<file path="src/rtl/fp_add_result_stage.sv">
// ---------------------------------------------------------------------------
// Module : fp_add_result_stage
// Brief  : Output buffer for an FP adder: DEPTH-entry FIFO, class decode,
//          sticky overflow/underflow flags and delivered-result counter.
// Rev    : 1.0 - initial release
// ---------------------------------------------------------------------------
`default_nettype none

module fp_add_result_stage #(
  parameter int DEPTH = 2
) (
  input  logic        clk,
  input  logic        rst_n,
  input  logic        in_valid,
  output logic        in_ready,
  input  logic [31:0] in_result,
  input  logic        in_overflow,
  input  logic        in_underflow,
  input  logic [4:0]  in_tag,
  output logic        out_valid,
  input  logic        out_ready,
  output logic [31:0] out_result,
  output logic [4:0]  out_tag,
  output logic [4:0]  out_class,
  input  logic        flags_clr,
  output logic [1:0]  sticky_flags,
  output logic [15:0] op_count
);

  localparam int PTR_W = (DEPTH > 2) ? $clog2(DEPTH) : 1;
  localparam int CNT_W = $clog2(DEPTH + 1);
  localparam logic [CNT_W-1:0] C_DEPTH   = CNT_W'(DEPTH);
  localparam logic [PTR_W-1:0] C_PTR_MAX = PTR_W'(DEPTH - 1);

  logic [31:0]      r_mem_result [DEPTH];
  logic [4:0]       r_mem_tag    [DEPTH];
  logic [PTR_W-1:0] r_wr_ptr;
  logic [PTR_W-1:0] r_rd_ptr;
  logic [CNT_W-1:0] r_count;
  logic [1:0]       r_sticky;
  logic [15:0]      r_op_count;

  logic             w_push;
  logic             w_pop;
  logic [7:0]       w_exp;
  logic             w_frac_nz;

  assign in_ready  = (r_count < C_DEPTH);
  assign out_valid = (r_count != '0);
  assign w_push    = in_valid && in_ready;
  assign w_pop     = out_valid && out_ready;

  assign out_result   = r_mem_result[r_rd_ptr];
  assign out_tag      = r_mem_tag[r_rd_ptr];
  assign sticky_flags = r_sticky;
  assign op_count     = r_op_count;

  assign w_exp     = out_result[30:23];
  assign w_frac_nz = |out_result[22:0];

  always_comb begin
    out_class = 5'b00000;
    if (out_valid) begin
      if (w_exp == 8'hFF)      out_class = w_frac_nz ? 5'b10000 : 5'b01000;
      else if (w_exp == 8'h00) out_class = w_frac_nz ? 5'b00010 : 5'b00001;
      else                     out_class = 5'b00100;
    end
  end

  // Storage is intentionally not reset; occupancy alone decides what is live.
  always_ff @(posedge clk) begin
    if (w_push) begin
      r_mem_result[r_wr_ptr] <= in_result;
      r_mem_tag[r_wr_ptr]    <= in_tag;
    end
  end

  always_ff @(posedge clk or negedge rst_n) begin
    if (!rst_n) begin
      r_wr_ptr   <= '0;
      r_rd_ptr   <= '0;
      r_count    <= '0;
      r_sticky   <= 2'b00;
      r_op_count <= 16'd0;
    end else begin
      if (w_push) r_wr_ptr <= (r_wr_ptr == C_PTR_MAX) ? '0 : r_wr_ptr + 1'b1;
      if (w_pop)  r_rd_ptr <= (r_rd_ptr == C_PTR_MAX) ? '0 : r_rd_ptr + 1'b1;

      if (w_push && !w_pop)      r_count <= r_count + 1'b1;
      else if (w_pop && !w_push) r_count <= r_count - 1'b1;

      // A same-cycle push wins over clear: clear the old value, then OR in.
      if (w_push)         r_sticky <= (flags_clr ? 2'b00 : r_sticky) | {in_overflow, in_underflow};
      else if (flags_clr) r_sticky <= 2'b00;

      if (flags_clr)                         r_op_count <= w_pop ? 16'd1 : 16'd0;
      else if (w_pop && r_op_count != 16'hFFFF) r_op_count <= r_op_count + 16'd1;
    end
  end

endmodule

`default_nettype wire

</file>
<file path="config.mk">
export PLATFORM = sky130hd
export DESIGN_NAME = fp_add_result_stage
export DESIGN_NICKNAME = d
export VERILOG_FILES = /design/src/rtl/fp_add_result_stage.sv
export SDC_FILE = /design/constraint.sdc
export NUM_CORES = 1
export LEC_CHECK = 0
export ABC_AREA = 1
export ABC_CLOCK_PERIOD_IN_PS = 2700
export CAP_MARGIN = 20
export CORE_MARGIN = 2
export CORE_UTILIZATION = 34
export DETAILED_ROUTE_END_ITERATION = 8
export PLACE_DENSITY_LB_ADDON = 0.15
export SLEW_MARGIN = 15
export SYNTH_ARGS = -nofsm -noshare
export SYNTH_HDL_FRONTEND = slang
export SYNTH_SLANG_ARGS = --single-unit
</file>
<file path="constraint.sdc">
create_clock -name clk -period 2.7 [get_ports clk]
set_input_delay 0.405 -clock clk [delete_from_list [all_inputs] [get_ports clk]]
set_output_delay 0.405 -clock clk [all_outputs]
set_load 0.02 [all_outputs]
</file>
== Yosys cells after proc, flatten, opt, wreduce, memory -nomap -nowiden ==
Memory sizes are Yosys's and may differ from the RTL's.
Cells that the tools add are included.
Storage, ports and cells
  register bits after elaboration: 22
  RAM bits: 74
  input port bits: 44
  output and inout bits: 62
  word-level logic and storage cells: 44
  memories kept: 2
Memory list
  r_mem_result: depth 2, width 32, rd ports 1, clocked after Yosys merged registers in 0, wr ports 1, RTL line 35  | logic [31:0] r_mem_result [DEPTH];
  r_mem_tag: depth 2, width 5, rd ports 1, clocked after Yosys merged registers in 0, wr ports 1, RTL line 36  | logic [4:0] r_mem_tag [DEPTH];
Cells by class
  $add $sub $neg: 5
  $lt $le $gt $ge: 1
  equality and inequality tests: 2
  mux-type cells: 16
  bitwise operators: 1
  reductions and logical operators: 12
Operator list (count)
  $mux W16: 2
  $reduce_or A23 Y1: 1
  $add A16 B1 Y16 const B: 1
  $ne A16 B16 Y1 const B: 1
  $mux W5: 3
  $mux W2: 5
  $eq A8 B8 Y1 const B: 1
  $logic_not A8 Y1: 1
  $reduce_bool A2 Y1: 3
  $logic_and A1 B1 Y1: 5
  $mux W1: 5
  $mux W3: 1
  $add A1 B1 Y1 const B: 2
  $add A2 B1 Y2 const B: 1
  $logic_not A1 Y1: 2
  $lt A2 B2 Y1 const B: 1
  $or A2 B2 Y2: 1
  $sub A2 B1 Y2 const B: 1

== Depth between registers and ports, before layout ==
Gate-level depths: netlist of the first run.
  depth in word-level cells: 6
  depth in mapped cells: 10
  mapped depth without buffers: 9

== Least setup slack after synthesis of the first run ==
No wires, ideal clock.
  kind: reg-to-reg
  start point: register r_count[1]
  end point: memory r_mem_result[0][0] (enable)
  setup time: 0.431 ns
  arrival time: 2.279 ns
  data required time: 2.269 ns
  slack: -0.010 ns
  stages on the path, launching flop included: 4
  clock period less this slack: 2.710 ns
  cells stage by stage: dfrtp_1 inv_1 nand2_1 nor2_1
Between the ends
  longest elaborated chain between the ends: 4
Ends and longest elaborated chain
  start: declaration: RTL line 39  | logic [CNT_W-1:0] r_count;
  start signal: assignment: RTL line 89  | if (w_push && !w_pop) r_count <= r_count + 1'b1;
  start signal: assignment: RTL line 90  | else if (w_pop && !w_push) r_count <= r_count - 1'b1;
  $lt A2 B2 Y1: RTL line 48  | assign in_ready = (r_count < C_DEPTH);
  via in_ready: RTL line 15  | output logic in_ready,
  $logic_and A1 B1 Y1: RTL line 50  | assign w_push = in_valid && in_ready;
  $mux W1: RTL line 72  | if (w_push) begin
  $mux W1 (not written as such): RTL line 73  | r_mem_result[r_wr_ptr] <= in_result;
  end: declaration: RTL line 35
The timed path passes the listed nets, and every way through them passes these cells.

== Final worst setup path of the first run ==
  start point: register r_rd_ptr
  end point: output port out_class[4]
Between the ends
  longest elaborated chain between the ends: 5
Ends and longest elaborated chain
  start: declaration: RTL line 38  | logic [PTR_W-1:0] r_rd_ptr;
  start signal: assignment: RTL line 87  | if (w_pop) r_rd_ptr <= (r_rd_ptr == C_PTR_MAX) ? '0 : r_rd_ptr + 1'b1;
  $mem_v2 Z2 W32 *
  $reduce_or A23 Y1: RTL line 59  | assign w_frac_nz = |out_result[22:0];
  $mux W5: RTL line 64  | if (w_exp == 8'hFF) out_class = w_frac_nz ? 5'b10000 : 5'b01000;
  $mux W5 *: RTL line 64
  $mux W5 *: RTL line 63  | if (out_valid) begin
  end: declaration: RTL line 24  | output logic [4:0] out_class,
Every way passes the cells marked *; elsewhere a longest branch is shown, timed or not.

==> out/results.txt, run 1 <==
Across the routed clock network, the largest skew measured is 0.00750 ns. The tightest hold path in the finished design has a slack of 0.433 ns. Headroom to the max-slew limit came out at 64.9%. The run gives 6 as the number of iterations in the first detailed-routing pass. The number of placement rows was 40; the remaining global-route overflow was 0.

The ratio of total power to cell area was 962 nW/µm². The width of the die was 115 µm; the number of DRC violations after detailed-routing iteration 0 was 161. The area overhead of the layout relative to synthesis works out to 37.5%. Setup repair after global routing left no endpoint under its margin. For flop-to-flop paths, the worst setup slack is 0.93 ns. In this run the clock root is driven by a sky130_fd_sc_hd__clkbuf_16. Detailed placement finished with a half-perimeter wire length of 6.46 mm. The clock tree synthesis step divided the H-tree into 3 levels. The clock passes through at most 2 buffers. Summing the sequential cell areas from Yosys gives 66.2% of the chip area. In this run, placement finished with an instance count of 671. At the worst endpoint, the arrival time is 2.10 ns.

In this run the mean area of a mapped cell was 9.95 µm². The total vias in the final route is 3084. STA classifies the critical path endpoint as an output port.

The number of global-route vias before repair was 2851. The initial antenna violation count is 0, and the area of the mapped netlist is 4190 µm². Starting density of the core: 34.9%.

For the weighted congestion at the end of routability-driven global placement, the log shows 0.757. The run finished with clean final reports. Data on the critical path is required at its endpoint by 2.30 ns.

The overall global routing resource usage is 14.7%. The footprint of the flip-flops and latches came out at 2770 µm². Number of clock sinks seen by CTS: 96. The destination of the worst register-to-register timing path is op_count[7]$_DFFE_PN0P_.

The number of nets in the synthesized netlist is 467. Core outline area: 12000 µm². In the layout the commonest cells are sky130_fd_sc_hd__nand2_1, sky130_fd_sc_hd__clkdlybuf4s50_1, sky130_fd_sc_hd__edfxtp_1. The count of input and output buffers works out to 105. Register bit count reported by yosys: 96. The placed instances occupy a cell area of 5450 µm².

The part of the cycle the worst path needs was 93.0%. The fraction of final layout cells with drive strength greater than 1 is 7.59%. Max-cap violations in this run came to 0. TritonCTS built the clock tree.

Using the TritonRoute via totals, the vias-per-cell ratio works out to 4.49. The routed design could run at a clock period as short as 2.51 ns. For this design the static power due to leakage is 2.36 nW. The most common cell after layout, fill and taps aside was sky130_fd_sc_hd__nand2_1.

At the pin with the least slew margin, the transition time is 0.523 ns. The run gives 0 as the number of diodes. In this run the remaining antenna-violating nets after routing total 0.

The total count of hold-check failures in the final report is 0. The classification of the worst setup path was flip-flop to output port. The number of cells on the worst reg-to-reg path is 8. The count of different cell masters after synthesis was 26; the synthesized instance count was 421. The run gives 1143 as the filler cell count in the final layout.

Measured on the finished design, the core utilization comes to 47.9%. For the number of nets in the layout, the log shows 581. STA classifies the critical path startpoint as a flip-flop. The class of the tightest hold or removal check was primary input to async pin. The tools report the area of the die as 13200 µm². The vertical die dimension works out to 115 µm. In this run, CTS created clock tree buffers numbering 9. Clock transition at the registers of the reported paths: 0.06 ns.

106 I/O pins were placed. In the routed design, unresolved DRC markers number 0. The total negative slack for setup checks is 0 ns. Entering global routing, the biggest net connects 38 pins.

The final instance area is 5760 µm². The synthesis warning total was 0. Derived from the worst setup path, the maximum achievable clock frequency is 398 MHz. For the combined area of the multi-input logic cells, the log shows 1250 µm².

The first global-routing pass estimated 14.7 mm of wire. The finished layout holds 687 standard cells, fillers aside. The detailed-route wire length per cell is 13.5 µm, and the quantity of hold-fixing buffers added after cts is 0. Count of final max-slew check failures: 0.

The tools report the worst reg2reg path startpoint as op_count[0]$_DFFE_PN0P_. The clock reaches the later pin of the worst-skew pair after 0.33 ns. Biggest fanout along the worst timing path: 29.

VDD sags by at most 0.348 mV. Summed over all layers, the routed wires come to 9.24 mm. Setup violations remaining at the end of the flow were counted as 0.
==> layout make-up <==
type	instances	share of cell area (%)
well taps	147	3.19
inverters	29	1.93
clock inverters	4	0.912
flip-flops and latches	96	48.2
clock buffers	12	4.28
repair buffers	113	19.7
multi-input cells	286	21.8
==> worst max path at each step <==
| stage | from | endpoint | slack (ns) | cells past startpoint |
|---|---|---|---|---|
| 5_1_grt | r_rd_ptr$_DFFE_PN0P_ | out_class[4] | 0.03 | 10 |
| 2_1_floorplan | r_count[1]$_DFFE_PN0P_ | r_mem_result[0][0]$_DFFE_PP_ | -0.01 | 3 |
| 3_3_place_gp | r_rd_ptr$_DFFE_PN0P_ | out_class[3] | 0.20 | 9 |
| 3_5_place_dp | r_rd_ptr$_DFFE_PN0P_ | out_class[0] | 0.16 | 9 |
| 6_report | r_rd_ptr$_DFFE_PN0P_ | out_class[4] | 0.19 | 10 |
| 4_1_cts | r_rd_ptr$_DFFE_PN0P_ | out_class[0] | 0.12 | 9 |
==> layer usage <==
| metal | vias to the layer above | part of all wire [%] | wire length [µm] | GRT usage, % |
|---|---|---|---|---|
| met5 | - | 0 | 0 | 0 |
| met4 | 0 | 0.39 | 36 | 5.06 |
| met1 | 1411 | 48 | 4390 | 20.5 |
| li1 | 1595 | - | - | - |
| met3 | 2 | 4.3 | 401 | 3.69 |
| met2 | 76 | 48 | 4410 | 22.7 |
==> registers in the layout (all words and copies together), names as in the netlist <==
signal / cells
r_mem_tag: 10
r_rd_ptr: 1
r_count: 2
r_mem_result: 64
op_count: 16
sticky_flags: 2
r_wr_ptr: 1
==> timing repair <==
item,CTS,global route
endpoints found under the setup margin,4,4
hold endpoints to repair,0,0
buffers inserted,0,0
pin swaps,0,1
resized for setup,10,5
==> Yosys cell counts, drive strengths merged <==
master	count	area [µm²]
a21oi	1	5.00
dfrtp	22	551
edfxtp	74	2220
nand2	185	704
nor2	55	224
or2	1	6.26
a22o	2	17.5
inv	28	105
nand4	10	62.6
buf	9	68.8
nand3	14	70.1
ha	2	25.0
xnor2	1	8.76
xor2	7	61.3
nand3b	2	15.0
o21bai	2	15.0
o21ai	4	20.0
clkinv	1	3.75
clkbuf	1	3.75
==> cell families after synthesis <==
logic type                 after synthesis  share of synthesized area, %
AOI/OAI and AO/OA                        9                          1.37
xor gates and xnor gates                 8                          1.67
adders and majority gates                2                         0.597
buffers and inverters                   39                          4.33
DFF                                     96                          66.2
and+or+nand+nor                        267                          25.8
==> metrics by stage <==
step	setup WS (ns)	total power, mW
global placement	0.196	4.29
global route	0.0338	5.89
finish	0.190	5.54
CTS	0.123	5.62
floorplan	-0.0103	3.28
detailed placement	0.161	4.31
==> worst max-delay path, cell delays in order (launching register included) <==
cell	delay, ns
sky130_fd_sc_hd__dfrtp_2	0.45
sky130_fd_sc_hd__inv_4	0.12
sky130_fd_sc_hd__buf_12	0.19
sky130_fd_sc_hd__nand2_1	0.07
sky130_fd_sc_hd__nand2_1	0.08
sky130_fd_sc_hd__nand3_1	0.12
sky130_fd_sc_hd__nor2_2	0.18
sky130_fd_sc_hd__nand3_1	0.14
sky130_fd_sc_hd__nand2_1	0.08
sky130_fd_sc_hd__inv_1	0.03
sky130_fd_sc_hd__dlygate4sd2_1	0.30
==> power by group <==
part           internal (mW)  leakage [nW]  switching (mW)  total, mW
combinational          0.939          1.24            1.34       2.28
sequential              1.89         0.972           0.105       1.99
clock                  0.747         0.147           0.520       1.27
No activity file was read; power rests on OpenSTA's default activity.
==> inputs of run 2 (changes only) <==
--- a/config.mk
+++ b/config.mk
@@ -13,2 +13,3 @@
 export DETAILED_ROUTE_END_ITERATION = 8
+export MAX_ROUTING_LAYER = met4
 export PLACE_DENSITY_LB_ADDON = 0.15
==> constraint.sdc (replaced) <==
create_clock -name clk -period 2.7 [get_ports clk]
set_input_delay 0.27 -clock clk [delete_from_list [all_inputs] [get_ports clk]]
set_output_delay 0.27 -clock clk [all_outputs]
set_load 0.02 [all_outputs]
==> run 2 against run 1 <==
  * Worst setup slack got worse by 0.099 ns
  * Non-clock buffer count rose by 1
  * Hold slack got worse by 0.15 ns
  * Final area barely moved
  * Routed wire length rose by 1.4%
  * Die area did not move
  * Sequential share of layout area barely moved
  * Critical path depth rose by 1
  * Core utilization barely moved
  * Count of clock-buffer cells in the layout fell by 3
  * Total power fell by 0.87%
  * Largest power group unchanged
  * Highest routed layer unchanged
==> out/results.txt, run 2 (synthesis gave the netlist of run 1 again) <==
The count of unresolved DRC violations after routing came out at 0 (unchanged). The run gives 9 (unchanged) as the clock buffer count from CTS. For the weighted congestion at the end of routability-driven global placement, the log shows 0.763 (+0.77%).

The detailed-route wire length per cell is 13.6 µm (+1.3%). The vertical die dimension is 115 µm (unchanged), and the total vias in the final route is 3126 (+1.4%). The biggest fanout along the worst timing path is 17 (-41%), and the number of placement rows is 40 (unchanged).

The run gives 0.93 ns (about the same) as the reg2reg setup slack. Worst slew margin relative to its limit: 65.0% (+0.13 points). The transition time at the pin with the least slew margin is 0.525 ns (+0.00127 ns), and the number of buffers between clock root and the deepest sink is 2 (unchanged). The run gives 4 (-2) as the number of iterations in the first detailed-routing pass.

The run gives 0 (unchanged) as the count of final max-slew check failures. The clock transition at the registers of the reported paths is 0.07 ns (about the same), and the starting density of the core is 34.9% (unchanged). The pin count of the biggest net entering global routing was 38 (unchanged); the half-perimeter wire length after detailed placement was 6.51 mm (+0.76%). Part of the cycle the worst path needs: 96.6% (+3.7 points). The depth of the CTS H-tree was 3 (unchanged); the number of clock sinks seen by CTS was 96 (unchanged). The global-route wire length before repair was 14.7 mm (about the same). The count of pins on the block boundary is 106 (unchanged). The fraction of final layout cells with drive strength greater than 1 is 7.58% (-0.014 points), and the core outline area is 12000 µm² (unchanged).

The area of the die is 13200 µm² (unchanged), and the leakage dissipation is 2.35 nW (about the same). The tools report the critical path arrival as 2.34 ns (+0.24 ns). By startpoint and endpoint, the worst setup path is classified as flip-flop to output port.

For the quantity of hold-fixing buffers added after cts, the log shows 0 (unchanged). Total power consumption of the routed design: 5.49 mW (-0.87%). For the total wire length after detailed routing, the log shows 9.37 mm (+1.4%). The run gives 582 (+0.17%) as the number of nets in the layout. STA classifies the critical path endpoint as an output port. The run gives 0 (unchanged) as the total count of hold-check failures in the final report.

The number of cells on the worst reg-to-reg path was 8 (unchanged). The post-route minimum period is 2.61 ns (+0.0990 ns). The number of DRC violations after detailed-routing iteration 0 came out at 140 (-13%). The class of the tightest hold or removal check was primary input to async pin.

In this run the critical register-to-register path is captured at op_count[7]$_DFFE_PN0P_. Area overhead of the layout relative to synthesis: 37.5% (about the same). The width of the die works out to 115 µm (unchanged). The count of input and output buffers was 105 (unchanged); the overall global routing resource usage was 15.1% (+0.36 points). Number of flip-flops in the largest register: 64 (unchanged). The top cell types in the final layout, fill and taps aside, are sky130_fd_sc_hd__nand2_1, sky130_fd_sc_hd__clkdlybuf4s50_1, sky130_fd_sc_hd__edfxtp_1.

The filler cell count in the final layout came out at 1133 (-0.87%). The number of global-route vias before repair is 2939 (+3.1%), and the count of antenna-violating nets left after detailed routing is 0 (unchanged). The placed instance count is 671 (unchanged). The tools report the clock root buffer master as sky130_fd_sc_hd__clkbuf_16. The insertion delay to the later sink of the worst-skew pair is 0.34 ns (about the same). Number of vias per cell after detailed routing: 4.54 (+1.2%). The flow ran to the end, and the final reports show no timing, DRC or antenna violations.

Total of max-cap violations: 0 (unchanged). The number of failing setup endpoints in the final timing report was 0 (unchanged). The highest achievable clock rate is 383 MHz (-3.8%). The worst register-to-register path begins at op_count[0]$_DFFE_PN0P_. Setup repair after global routing could not meet its margin everywhere. TritonCTS built the clock tree. The initial antenna violation count is 0 (unchanged), and the number of diodes is 0 (unchanged). The run gives 0.00573 ns (-0.00177 ns) as the setup skew after layout.

Critical path startpoint category: a flip-flop. The ratio of total power to cell area was 953 nW/µm² (-0.91%). Leaving out fill and tap cells, the most frequent cell in the layout is sky130_fd_sc_hd__nand2_1. Register with the most flip-flops: r_mem_result. The run gives 1260 µm² (+0.40%) as the combined area of the multi-input logic cells. The remaining global-route overflow was 0 (unchanged).

Data required time at the worst endpoint: 2.43 ns (+0.13 ns). The tools report the maximum resistive drop on vdd as 0.377 mV (+8.4%). For the total negative slack for setup checks, the log shows 0 ns (unchanged). The logs give 688 (+0.15%) for the final instance count without filler cells and 2770 µm² (about the same) for the footprint of the flip-flops and latches.
run 2: what timing repair did:
action,in CTS,in global routing
gates resized for setup,4,4
setup buffers,0,0
setup endpoints to repair,3,2
cloned,0,1
run 2: area by class of cell:
cell class	count	share of cell area, %
clock buffer	9	3.91
clock inverter	7	0.955
inverter	29	1.89
multi-input combinational	286	21.9
sequential	96	48.1
tap	147	3.19
timing repair buffer	114	20.1
run 2: metal layers:
layer / GRT usage [%] / wire, µm / vias up
li1: - / - / 1594
met3: 2.53 / 440 / 13
met2: 23.0 / 4310 / 82
met4: 6.02 / 146 / 0
met5: - / 0 / -
met1: 20.3 / 4480 / 1437
run 2: worst max-delay path, cell delays in order (launching register included):
cell                              delay, ns
sky130_fd_sc_hd__dfrtp_1               0.42
sky130_fd_sc_hd__inv_2                 0.17
sky130_fd_sc_hd__buf_12                0.18
sky130_fd_sc_hd__nand2_1               0.06
sky130_fd_sc_hd__nand2_1               0.10
sky130_fd_sc_hd__nand2_1               0.06
sky130_fd_sc_hd__nor2_1                0.09
sky130_fd_sc_hd__nand2_1               0.08
sky130_fd_sc_hd__nor2_1                0.14
sky130_fd_sc_hd__nand2_1               0.07
sky130_fd_sc_hd__inv_1                 0.04
sky130_fd_sc_hd__clkdlybuf4s50_1       0.59
run 2: where the power goes:
| part | internal [mW] | total [mW] | switching [mW] | leakage (nW) |
|---|---|---|---|---|
| Combinational | 0.951 | 2.32 | 1.37 | 1.26 |
| Clock | 0.630 | 1.18 | 0.552 | 0.121 |
| Sequential | 1.89 | 1.99 | 0.102 | 0.973 |
run 2: through the flow:
| stage | hold slack (ns) | instance area, µm² | utilization [%] | setup WS [ns] |
|---|---|---|---|---|
| after floorplan | -0.0256 | 4190 | - | -0.0103 |
| after global placement | 0.481 | 5440 | 45.3 | 0.326 |
| after detailed placement | 0.491 | 5440 | 45.3 | 0.294 |
| after CTS | 0.290 | 5720 | 47.6 | 0.0572 |
| after global routing | 0.311 | 5760 | 48.0 | -0.0707 |
| final | 0.284 | 5760 | 48.0 | 0.0913 |
run 2: worst max-delay path by stage:
stage	slack, ns	to	from	depth (start not counted)
floorplan	-0.01	r_mem_result[0][0]$_DFFE_PP_	r_count[1]$_DFFE_PN0P_	3
CTS	0.06	out_class[4]	r_rd_ptr$_DFFE_PN0P_	10
detailed placement	0.29	out_class[3]	r_rd_ptr$_DFFE_PN0P_	10
global route	-0.07	out_class[4]	r_rd_ptr$_DFFE_PN0P_	11
finish	0.09	out_class[4]	r_rd_ptr$_DFFE_PN0P_	11
global placement	0.33	out_class[0]	r_rd_ptr$_DFFE_PN0P_	9
